File: config.mk
export PLATFORM = sky130hd
export DESIGN_NAME = neuron_accum
export DESIGN_NICKNAME = d
export VERILOG_FILES = /design/src/rtl/neuron_accum.sv
export SDC_FILE = /design/constraint.sdc
export NUM_CORES = 1
export LEC_CHECK = 0
export ABC_AREA = 0
export ABC_CLOCK_PERIOD_IN_PS = 1450
export CAP_MARGIN = 20
export CORE_AREA = 3 3 61 63
export CTS_BUF_LIST = sky130_fd_sc_hd__clkbuf_8
export DETAILED_ROUTE_END_ITERATION = 10
export DIE_AREA = 0 0 64 66
export PLACE_DENSITY = 0.75
export RECOVER_POWER = 25
export SLEW_MARGIN = 30
export SYNTH_ARGS = -nofsm -noshare
export SYNTH_HDL_FRONTEND = slang
export SYNTH_SLANG_ARGS = --single-unit
File: constraint.sdc
create_clock -name clk -period 1.45 [get_ports clk]
set_clock_uncertainty 0.1 [all_clocks]
set_input_delay 0.29 -clock clk [delete_from_list [all_inputs] [get_ports clk]]
set_output_delay 0.29 -clock clk [all_outputs]
set_load 0.1 [all_outputs]
File: src/rtl/neuron_accum.sv
// Integrate-and-fire membrane accumulator driving an external 9-bit adder.
// Optional leak on each update is enabled by defining NEURON_ACCUM_LEAK_EN.
module neuron_accum #(
    parameter int         ADD_WAIT   = 2,
    parameter logic [8:0] THRESH     = 9'd256,
    parameter int         REFRACT    = 4,
    parameter int         LEAK_SHIFT = 3
) (
    input  logic       clk,
    input  logic       rst_n,
    input  logic       syn_valid,
    input  logic [8:0] syn_weight,
    output logic       syn_ready,
    output logic [8:0] add_a,
    output logic [8:0] add_b,
    output logic       add_cin,
    input  logic [8:0] sum_in,
    input  logic       cout_in,
    output logic [8:0] vmem,
    output logic       spike
);

    typedef enum logic [1:0] {
        IDLE = 2'd0,
        ADD  = 2'd1,
        FIRE = 2'd2,
        REFR = 2'd3
    } state_t;

    localparam logic [3:0] ADD_LAST  = 4'(ADD_WAIT - 1);
    localparam logic [3:0] REFR_LAST = 4'(REFRACT - 1);

    if (ADD_WAIT < 1 || ADD_WAIT > 15 || REFRACT < 1 || REFRACT > 15 ||
        LEAK_SHIFT < 0 || LEAK_SHIFT > 8) begin : g_param_check
        $error("neuron_accum: parameter out of range");
    end

    state_t     state_r, state_s;
    logic [3:0] cnt_r, cnt_s;
    logic [8:0] vmem_r, vmem_s;
    logic [8:0] add_b_r, add_b_s;
    logic       spike_r, spike_s;
    logic       ready_r, ready_s;
    logic [8:0] sample_s;

    // Carry-out means the true sum exceeded 9 bits, so clamp to full scale.
    function automatic logic [8:0] sample_value(input logic [8:0] sum, input logic cout);
        logic [8:0] sat;
        sat = cout ? 9'h1FF : sum;
`ifdef NEURON_ACCUM_LEAK_EN
        return sat - (sat >> LEAK_SHIFT);
`else
        return sat;
`endif
    endfunction

    // State and datapath registers.
    always_ff @(posedge clk or negedge rst_n) begin
        if (!rst_n) begin
            state_r <= IDLE;
            cnt_r   <= 4'd0;
            vmem_r  <= 9'd0;
            add_b_r <= 9'd0;
            spike_r <= 1'b0;
            ready_r <= 1'b1;
        end else begin
            state_r <= state_s;
            cnt_r   <= cnt_s;
            vmem_r  <= vmem_s;
            add_b_r <= add_b_s;
            spike_r <= spike_s;
            ready_r <= ready_s;
        end
    end

    // Next-state and next-register computation.
    always_comb begin
        state_s  = state_r;
        cnt_s    = cnt_r;
        vmem_s   = vmem_r;
        add_b_s  = add_b_r;
        spike_s  = 1'b0;
        sample_s = sample_value(sum_in, cout_in);
        case (state_r)
            IDLE: begin
                if (syn_valid && ready_r) begin
                    add_b_s = syn_weight;
                    cnt_s   = ADD_LAST;
                    state_s = ADD;
                end else begin
                    state_s = IDLE;
                end
            end
            ADD: begin
                if (cnt_r == 4'd0) begin
                    if (sample_s >= THRESH) begin
                        vmem_s  = 9'd0;
                        spike_s = 1'b1;
                        state_s = FIRE;
                    end else begin
                        vmem_s  = sample_s;
                        state_s = IDLE;
                    end
                end else begin
                    cnt_s = cnt_r - 4'd1;
                end
            end
            FIRE: begin
                cnt_s   = REFR_LAST;
                state_s = REFR;
            end
            REFR: begin
                if (cnt_r == 4'd0) begin
                    state_s = IDLE;
                end else begin
                    cnt_s = cnt_r - 4'd1;
                end
            end
            default: begin
                state_s = IDLE;
                cnt_s   = 4'd0;
            end
        endcase
        // Ready is registered, so it reflects the state being entered.
        ready_s = (state_s == IDLE);
    end

    assign syn_ready = ready_r;
    assign add_a     = vmem_r;
    assign add_b     = add_b_r;
    assign add_cin   = 1'b0;
    assign vmem      = vmem_r;
    assign spike     = spike_r;

endmodule
==> results of run 1 <==
## layer usage
metal / GRT usage [%] / vias to the layer above
li1: - / 461
met1: 20.13 / 487
met2: 30.71 / 36
met3: 3.741 / 2
met4: 5.391 / 0
met5: 0 / -
## timing repair
action | CTS | global route
hold endpoints to repair | 0 | 0
cloned | 1 | 0
gates resized for setup | 4 | 15
pin swaps | 1 | 5
buffers inserted | 2 | 1
endpoints found under the setup margin | 16 | 24
## stage by stage
stage	utilization (%)	setup TNS, ps
after detailed placement	64.11	-3023
final	68.23	-447.7
after global placement	64.11	-2384
after global routing	68.23	-910.7
after floorplan	-	-2226
after CTS	66.74	-494.8
## logic make-up (layout without fill, tap and decap cells)
logic type | after synthesis | in the layout | synth area share (%)
muxes | 10 | 10 | 11.99
adders and majority gates | 1 | 1 | 0.9988
DFF | 26 | 26 | 52.05
and+or+nand+nor | 22 | 23 | 9.791
AOI/OAI and AO/OA | 26 | 26 | 13.99
buffers and inverters | 19 | 72 | 10.89
other | 1 | 1 | 0.2994
## sequential cells by signal (all words and copies together) (netlist names)
name and flops:
add_a 9, add_b 9, cnt_r 4, spike 1
state_r 2, syn_ready 1
## layout make-up
class | instances | area share [%]
Clock buffer | 4 | 2.457
Inverter | 3 | 0.5025
Multi-Input combinational cell | 61 | 23.90
Sequential cell | 26 | 29.87
Tap cell | 46 | 2.568
Timing Repair Buffer | 65 | 40.70
## critical path: stages, from the launching register on
cell and delay, ps:
dfstp_4 640, buf_6 100, buf_12 160
## path summary, 6_finish.rpt
check                                        to                 start
setup / recovery                      syn_ready   syn_ready$_DFF_PN1_
max in group asynchronous  add_a[3]$_DFFE_PN0P_                 rst_n
hold / removal             add_a[4]$_DFFE_PN0P_             sum_in[4]
min in group asynchronous  add_a[7]$_DFFE_PN0P_                 rst_n
hold reg to reg            add_b[5]$_DFFE_PN0P_  add_b[5]$_DFFE_PN0P_
setup reg to reg           cnt_r[1]$_DFFE_PN0P_   syn_ready$_DFF_PN1_
## cells in the final DEF, fill, tap and decap left out, types with 2 or more instances in the layout
cell / synthesis / routed
a21oi_1: 2 / 2
buf_12: 0 / 29
buf_4: 11 / 11
buf_6: 3 / 3
clkbuf_8: 0 / 4
clkdlybuf4s50_1: 0 / 20
dfrtp_1: 25 / 14
dfrtp_2: 0 / 11
inv_2: 0 / 2
mux2_4: 10 / 10
nand2_1: 11 / 11
nor2_1: 3 / 3
o21ai_1: 17 / 9
o21ai_2: 0 / 8
or2_4: 1 / 2
==> impl_metrics.toml, run 1 <==
[placement]
dp.cells = 197
port_buffers = 50
place_ws_ps = -267.9
gp_congestion = 0.7233
dpl.hpwl_um = 2591
place_area_mm2 = 0.002106

[routing]
num_vias = 986
routed_wl_um = 3389
met3_length_um = 173
m1WireLength_um = 1388
drt-initial-drc-count = 26
dr.pass1.iters = 4
dr_wl_met2_um = 1796
drt-wirelength-per-cell_um = 16.53
drc = 0
via_per_inst = 4.810
ant_nets = 0
highest_layer = "met4"

[synthesis]
yosysMostFrequentCell = "dfrtp_1"
synth.largest_area_cell = "dfrtp_1"
yosys_register_bits = 26
synth_nets = 128
ys_top_cells_by_count = "dfrtp_1 (25), o21ai_1 (17), buf_4 (11), nand2_1 (11), mux2_4 (10)"
synth_area_mm2 = 0.001252
yosys_most_used_dff = "dfrtp_1"
syn_avg_cell_area_um2 = 11.93
ys_top_cells_by_area = "dfrtp_1 (50%), mux2_4 (12%), o21ai_1 (6.8%), buf_4 (6.6%), nand2_1 (3.3%)"
syn-instance-count = 105
synth-edff-count = 0
yosys_warnings = 0
ys_seq_area_share_pct = 52.05
yosysUniqueCellTypes = 29
yosysTopAreaCellShare_pct = 49.95
async_reset_ff_share_pct = 100.0

[clock_network]
hold_buffers = 0
clock_latency_ps = 270
clockBufferDepth = 2
path_clk_slew_ps = 90
cts_tree = "yes"
htreeDepth = 1
numCtsBuffers = 3
clock-sinks = 26
root_buffer = "clkbuf_8"

[finish]
num_antenna_cells = 0
final-seq-area_um2 = 669.4
final_area_mm2 = 0.002241
drive_gt1_share_pct = 56.60
nets = 183
fill_cells = 223
areaGrowthSynthToFinish_pct = 78.92
multi_input_area_um2 = 535.5
final_cells = 205

[die]
floorplan.die.width_um = 64
rows = 21
dieArea_mm2 = 0.004224
coreArea_mm2 = 0.003284
start_util_pct = 38.13
num_io_pins = 52
die_h_um = 66

[setup_path]
reg2reg_depth = 4
cp_max_fo = 3
start_kind = "register"
rrSetupSlack_ps = -90
cp.required_ps = 1060
worstSetupEndpointType = "primary output"
critPathArrivalTime_ps = 1170
crit_type = "reg -> out"

[global_route]
grt_pass1_vias = 1078
gr-total-overflow = 0
grt_use_total_pct = 17.07
antenna_found_initial = 0
grt_pass1_wl_um = 5499
grt_max_degree = 27

[timing]
slew_headroom_pct = 56.80
finalSetupViolCount = 13
finalCritPeriodShare_pct = 107.5
rsz0062_at_grt = "yes"
finalHoldViolCount = 0
slew_viol_final = 0
finalWorstSetupSlack_ps = -108.6
timing.hold.ws_ps = 462.6
fmaxAchievable_mhz = 641.6
finalCriticalPeriod_ps = 1559
worstMarginPinSlew_ps = 648.0

[min_path]
hold_path_depth = 3
hold_class = "in -> reg"

[status]
status = "finished, violations left"
violations = "setup timing"

[run]
max_cap_viol_count = 0
Power of run 1 is left out: the tool's default activity adds up to more than one toggle a clock period on the data nets, which glitch-free logic cannot reach.
==> run 2, diff against run 1 <==
Settings changed: CORE_AREA 3 3 61 63 to 3 3 45 63, CTS_BUF_LIST sky130_fd_sc_hd__clkbuf_8 to sky130_fd_sc_hd__clkbuf_16, DIE_AREA 0 0 64 66 to 0 0 48 66, DONT_BUFFER_PORTS set to 1, PLACE_DENSITY 0.75 to 0.7.
==> impl_metrics.toml, run 2 (synthesis results as in run 1) <==
[timing]
fmaxAchievable_mhz = 672.5
worstMarginPinSlew_ps = 621.5
slew_headroom_pct = 58.56
slew_viol_final = 0
finalWorstSetupSlack_ps = -37.04
finalCritPeriodShare_pct = 102.6
rsz0062_at_grt = "yes"
timing.hold.ws_ps = 45.33
finalCriticalPeriod_ps = 1487
finalSetupViolCount = 5
finalHoldViolCount = 0

[global_route]
grt_max_degree = 27
grt_pass1_vias = 889
antenna_found_initial = 0
gr-total-overflow = 0
grt_pass1_wl_um = 4450
grt_use_total_pct = 19.68

[status]
status = "finished, violations left"
violations = "setup timing"

[placement]
gp_congestion = 0.6876
port_buffers = 0

[setup_path]
cp_num_buf_inv = 1
cp.required_ps = 1060
start_kind = "register"
cp_max_fo = 4
crit_chain = "buf_12"
critPathArrivalTime_ps = 1100
cp_slowest_cell = "dfstp_4"
worstSetupEndpointType = "primary output"
cp_top_family = "flip-flops"
critPathMaxStageDelay_ps = 660
crit_type = "reg -> out"

[min_path]
hold_class = "in -> reg"

[finish]
num_antenna_cells = 0
areaGrowthSynthToFinish_pct = 43.56
drive_gt1_share_pct = 53.97
layout_common_cells = "buf_12 (19), o21ai_1 (16), dfrtp_1 (15)"
nets = 150
layout_commonest_cell = "buf_12"
fill_cells = 145

[routing]
ant_nets = 0
routed_wl_um = 2781
drt-wirelength-per-cell_um = 18.66
drt-initial-drc-count = 17
dr.pass1.iters = 5
via_per_inst = 5.872
num_vias = 875
drc = 0

[die]
die_h_um = 66
num_io_pins = 52
dieArea_mm2 = 0.003168
rows = 21
coreArea_mm2 = 0.002365
start_util_pct = 52.96
floorplan.die.width_um = 48

[clock_network]
clock_latency_ps = 260
cts_tree = "yes"
numCtsBuffers = 3
path_clk_slew_ps = 70
root_buffer = "clkbuf_16"
clockBufferDepth = 2
clock-sinks = 26
htreeDepth = 1

[run]
max_cap_viol_count = 0
## run 2: cell types whose count changed in the layout (fill, tap and decap cells not counted), sizes merged
cell and delta:
and3 +1, buf -14, bufinv +1, clkbuf -1
clkdlybuf4s50 -20
## run 2: layer usage
layer  global-route usage, %  up-vias  wire length, um
li1                        -      390                -
met1                   25.04      441             1107
met2                   31.13       40             1431
met3                   5.177        4              207
met4                   7.071        0               35
met5                       0        -                0
## run 2: final timing paths
path | from | end | slack [ps] | cells past startpoint
max | syn_ready$_DFF_PN1_ | syn_ready | -40 | 1
min | sum_in[7] | add_a[7]$_DFFE_PN0P_ | 50 | 2
max reg2reg | syn_ready$_DFF_PN1_ | add_b[8]$_DFFE_PN0P_ | -20 | 2
min reg2reg | add_a[1]$_DFFE_PN0P_ | add_a[1]$_DFFE_PN0P_ | 450 | 2
max in group asynchronous | rst_n | add_a[5]$_DFFE_PN0P_ | 300 | 2
min in group asynchronous | rst_n | add_b[4]$_DFFE_PN0P_ | 510 | 2
## run 2: repair_timing
item                                    4_1_cts  5_1_grt
hold buffers                                  2        0
gates resized for setup                       7        4
endpoints found under the setup margin       19       22
pin swaps                                     3        4
cloned                                        1        1
hold endpoints to repair                     26        0
buffers inserted                              1        0
## run 2: cell type report
class	instances	area (um2)	area share, %
Tap cell	23	28.78	1.601
Clock buffer	3	75.07	4.175
Multi-Input combinational cell	62	510.5	28.39
Sequential cell	26	668.1	37.16
Timing Repair Buffer	31	474.2	26.37
Clock inverter	1	30.03	1.670
Inverter	3	11.26	0.6263
## run 2: stage by stage
stage	std cells	worst slack (ps)	instance area [um2]	TNS (ps)	util [%]
CTS	148	-34.91	1794	-321.5	75.87
detailed placement	140	-29.74	1619	-171.8	68.47
global route	149	-62.80	1798	-459.2	76.03
global placement	140	9.952	1619	0	68.47
floorplan	105	-229.2	1284	-2226	-
finish	149	-37.04	1798	-117.3	76.03
Power of run 2 is left out for the same reason.
